`src/rtl/settings_ram_regs.sv`:
```
// settings_ram_regs: five 32-bit user-setting registers with parameter defaults.
// All fields load together on a write strobe; reads come straight off the registers.
module settings_ram_regs #(
  parameter logic [31:0] DEF_MAX_ROW   = 32'd5,
  parameter logic [31:0] DEF_MAX_COL   = 32'd5,
  parameter logic [31:0] DEF_DATA_MIN  = 32'd0,
  parameter logic [31:0] DEF_DATA_MAX  = 32'd9,
  parameter logic [31:0] DEF_COUNTDOWN = 32'd10
) (
  input  logic        clk,
  input  logic        rst_n,
  input  logic        wr_en,
  input  logic [31:0] set_max_row,
  input  logic [31:0] set_max_col,
  input  logic [31:0] data_min,
  input  logic [31:0] data_max,
  input  logic [31:0] set_countdown_time,
  output logic [31:0] rd_max_row,
  output logic [31:0] rd_max_col,
  output logic [31:0] rd_data_min,
  output logic [31:0] rd_data_max,
  output logic [31:0] rd_countdown_time
);

  logic [31:0] max_row_q,   max_row_d;
  logic [31:0] max_col_q,   max_col_d;
  logic [31:0] data_min_q,  data_min_d;
  logic [31:0] data_max_q,  data_max_d;
  logic [31:0] countdown_q, countdown_d;

  // Next-state: load the whole image on a write, otherwise hold.
  always_comb begin
    max_row_d   = max_row_q;
    max_col_d   = max_col_q;
    data_min_d  = data_min_q;
    data_max_d  = data_max_q;
    countdown_d = countdown_q;
    if (wr_en) begin
      max_row_d   = set_max_row;
      max_col_d   = set_max_col;
      data_min_d  = data_min;
      data_max_d  = data_max;
      countdown_d = set_countdown_time;
    end
  end

  // Storage registers; reset takes priority over a coincident write.
  always_ff @(posedge clk) begin
    if (!rst_n) begin
      max_row_q   <= DEF_MAX_ROW;
      max_col_q   <= DEF_MAX_COL;
      data_min_q  <= DEF_DATA_MIN;
      data_max_q  <= DEF_DATA_MAX;
      countdown_q <= DEF_COUNTDOWN;
    end else begin
      max_row_q   <= max_row_d;
      max_col_q   <= max_col_d;
      data_min_q  <= data_min_d;
      data_max_q  <= data_max_d;
      countdown_q <= countdown_d;
    end
  end

  assign rd_max_row        = max_row_q;
  assign rd_max_col        = max_col_q;
  assign rd_data_min       = data_min_q;
  assign rd_data_max       = data_max_q;
  assign rd_countdown_time = countdown_q;

endmodule

```
`config.mk`:
```
export PLATFORM = sky130hd
export DESIGN_NAME = settings_ram_regs
export DESIGN_NICKNAME = d
export VERILOG_FILES = /design/src/rtl/settings_ram_regs.sv
export SDC_FILE = /design/constraint.sdc
export NUM_CORES = 1
export LEC_CHECK = 0
export CORE_MARGIN = 2
export CORE_UTILIZATION = 39
export DETAILED_ROUTE_END_ITERATION = 16
export PLACE_DENSITY = 0.76
export SYNTH_ARGS = -nofsm -noshare
export SYNTH_HDL_FRONTEND = slang
export SYNTH_SLANG_ARGS = --single-unit
```
`constraint.sdc`:
```
create_clock -name clk -period 1.11 [get_ports clk]
set_input_delay 0.1665 -clock clk [delete_from_list [all_inputs] [get_ports clk]]
set_output_delay 0.1665 -clock clk [all_outputs]
set_load 0.01 [all_outputs]
```
==> flow_metrics.tcl <==
set metrics [dict create \
    detail_route.wl_per_cell_um 16.68 \
    cts.path.max_buffers 2 \
    drtIter0Drc 133 \
    synth_edf_count 0 \
    finalHoldViolCount 0 \
    ys_ff_latch 160 \
    async_flop_share_pct 0 \
    finalNonFillerCells 1037 \
    grt_remaining_overflow 0 \
    vdd_drop_max_mv 0.9881 \
    use_met3_pct 7.692 \
    drive_gt1_share_pct 27.68 \
    path_clk_slew_ns 0.06 \
    hold_end "rd_countdown_time[3]" \
    intPower_mw 10.69 \
    pin_count 323 \
    grt_start_max_net_pins 56 \
    dieHeight_um 128.8 \
    via_count 4791 \
    p_seq_share_pct 44.9 \
    firstDrtPassIters 4 \
    clkSinkCount 160 \
    cp_slowest_cell "dfxtp_1" \
    min_path_cells 2 \
    critPathTopFamily "flip-flops" \
    fin_crit_ns 1.072 \
    rrSetupSlack_ns 0.45 \
    ys_types 8 \
    yosysWarnings 0 \
    max_stage_delay_ns 0.34 \
    synthTopCellsByCount "dfxtp_1, mux2i_1, nor2b_1" \
    busiest_layer "met2" \
    hp-class "input pin to flop" \
    ant_nets 0 \
    track_usage_pct 20.27 \
    clk_latency_ns 0.41 \
    dieWidth_um 128.8 \
    drc_errors 0 \
    worst_pin_slew_ns 0.2620 \
    p_switching_mw 3.284 \
    synth.top_cell.area_share_pct 52.77 \
    gp_congestion 0.7609 \
    synthFlopType "dfxtp_1" \
    cp_max_fo 2 \
    setup.worst_path.end_class "output port" \
    switching_share_pct 23.50 \
    skew_ns 0 \
    cts-hold-fix-buffers 0 \
    fmax_mhz 933.2 \
    hp-start "rst_n" \
    r2r-start "rd_max_row[20]" \
    clock_power_share_pct 40.1 \
    synth_nets 678 \
    grt_pass1_wl_um 25990 \
    synthCells 515 \
    path_cells "buf_2" \
    reg2reg_to "rd_max_row[20]" \
    holdWs_ns 0.06219 \
    p_per_area_nw_per_um2 1499 \
    slew_violations 0 \
    critical_path_class "flop to output port" \
    antenna_found_initial 0 \
    cts_root_buf "clkbuf_16" \
    start_util_pct 39.93 \
    dieArea_um2 16580 \
    synth_area_um2 6070 \
    placementRows 45 \
    setup_viol 0 \
    synth_area_per_cell_um2 11.79 \
    path_buf_inv 1 \
    grt_use_met2_pct 33.18 \
    viasPerCell 4.620 \
    antenna_cells 0 \
    first_global_vias 4971 \
    cts_made_buffers 17 \
    critPathLaunchType "flop" \
    core_um2 15200 \
    htreeDepth 4 \
    placed_cells 1005 \
    met1_usage_pct 23.39 \
    max_slew_margin_pct 82.53 \
    totalWireLength_um 17300 \
    drv_cap 0 \
    final_net_count 999 \
    synth_top_cells_by_area "dfxtp_1, mux2i_1, nor2b_1" \
    io_buffers 322 \
    ys_seq_area_share_pct 52.77 \
    syn_to_final_growth_pct 53.60 \
    dpl.hpwl_um 12920 \
    synth_area_leader_cell "dfxtp_1" \
    p_comb_share_pct 15.0 \
    worstPathRequired_ns 0.94 \
    p_leak_nw 4.365 \
    crit_arrival_ns 0.91 \
    outcome "finished, final reports clean" \
    min_period_over_period_pct 96.54 \
    rsz0062_at_grt "false" \
    cts_tree "done" \
    fin_tns_setup_ns 0 \
    ff2ff_path_depth 2 \
]
==> per-stage QoR <==
step / utilization (%) / setup slack [ns] / cell area [um^2] / power (mW)
after floorplan: - / 0.1517 / 6070 / 7.343
after global placement: 62.30 / 0.05715 / 9470 / 8.733
after detailed placement: 62.30 / 0.008063 / 9470 / 8.792
after CTS: 61.02 / 0.009593 / 9276 / 14.11
after global routing: 61.33 / 0.003485 / 9323 / 14.53
final: 61.33 / 0.03839 / 9323 / 13.97
==> power groups by stage <==
| stage | clock (mW) | sequential, mW | combinational, mW |
|---|---|---|---|
| 2_1_floorplan | 0 | 6.54 | 0.804 |
| 3_3_place_gp | 0 | 6.37 | 2.36 |
| 3_5_place_dp | 0 | 6.39 | 2.40 |
| 4_1_cts | 5.74 | 6.27 | 2.10 |
| 5_1_grt | 5.98 | 6.31 | 2.25 |
| 6_report | 5.61 | 6.27 | 2.09 |
==> cell type report <==
class / instances / area, um^2
clock inverter: 10 / 112.6
fill: 1243 / 5879
multi-input combinational: 320 / 2582
sequential: 160 / 3241
tap: 188 / 235.2
clock buffer: 22 / 454.2
timing repair buffer: 337 / 2698
==> metal layers <==
layer / share of wire (%) / wire length, um
met2: 46 / 7969
met4: 3.3 / 573
met1: 41 / 7124
met3: 9.4 / 1628
met5: 0 / 0
==> logic make-up (layout without fill, tap and decap cells) <==
kind of cell | count (synthesis) | after routing | synth area share [%]
flip-flops | 160 | 160 | 52.77
multiplexers | 160 | 160 | 26.39
buffers and inverters | 35 | 369 | 4.679
AND/OR/NAND/NOR | 160 | 160 | 16.16
==> flip-flops by register name, indices dropped and copies added (netlist names) <==
| signal | flops |
|---|---|
| rd_countdown_time | 32 |
| rd_data_max | 32 |
| rd_data_min | 32 |
| rd_max_col | 32 |
| rd_max_row | 32 |
==> worst max path at each step <==
stage	to	cells past startpoint	slack (ns)	startpoint
after global placement	rd_data_max[19]	1	0.06	rd_data_max[19]
after CTS	rd_countdown_time[27]	1	0.01	rd_countdown_time[27]
after global routing	rd_countdown_time[11]	1	0.003	rd_countdown_time[11]
final	rd_data_min[11]	1	0.04	rd_data_min[11]
after floorplan	rd_countdown_time[1]	5	0.15	wr_en
after detailed placement	rd_data_min[2]	4	0.008	wr_en
==> placed cells by master (no fill, tap or decap), drive strengths merged <==
| cell type | netlist | layout |
|---|---|---|
| dfxtp | 160 | 160 |
| clkbuf | 15 | 23 |
| buf | 20 | 176 |
| nor2b | 152 | 152 |
| clkinvlp | 0 | 5 |
| nand2 | 8 | 8 |
| clkinv | 0 | 3 |
| clkdlybuf4s50 | 0 | 160 |
| mux2i | 160 | 160 |
| bufinv | 0 | 2 |
==> repair_timing <==
action                                  4_1_cts  5_1_grt
hold endpoints to repair                      0        0
resized for setup                           668       11
endpoints found under the setup margin      160       11
setup buffers                                 0        0
No activity file was read; power rests on OpenSTA's default activity.
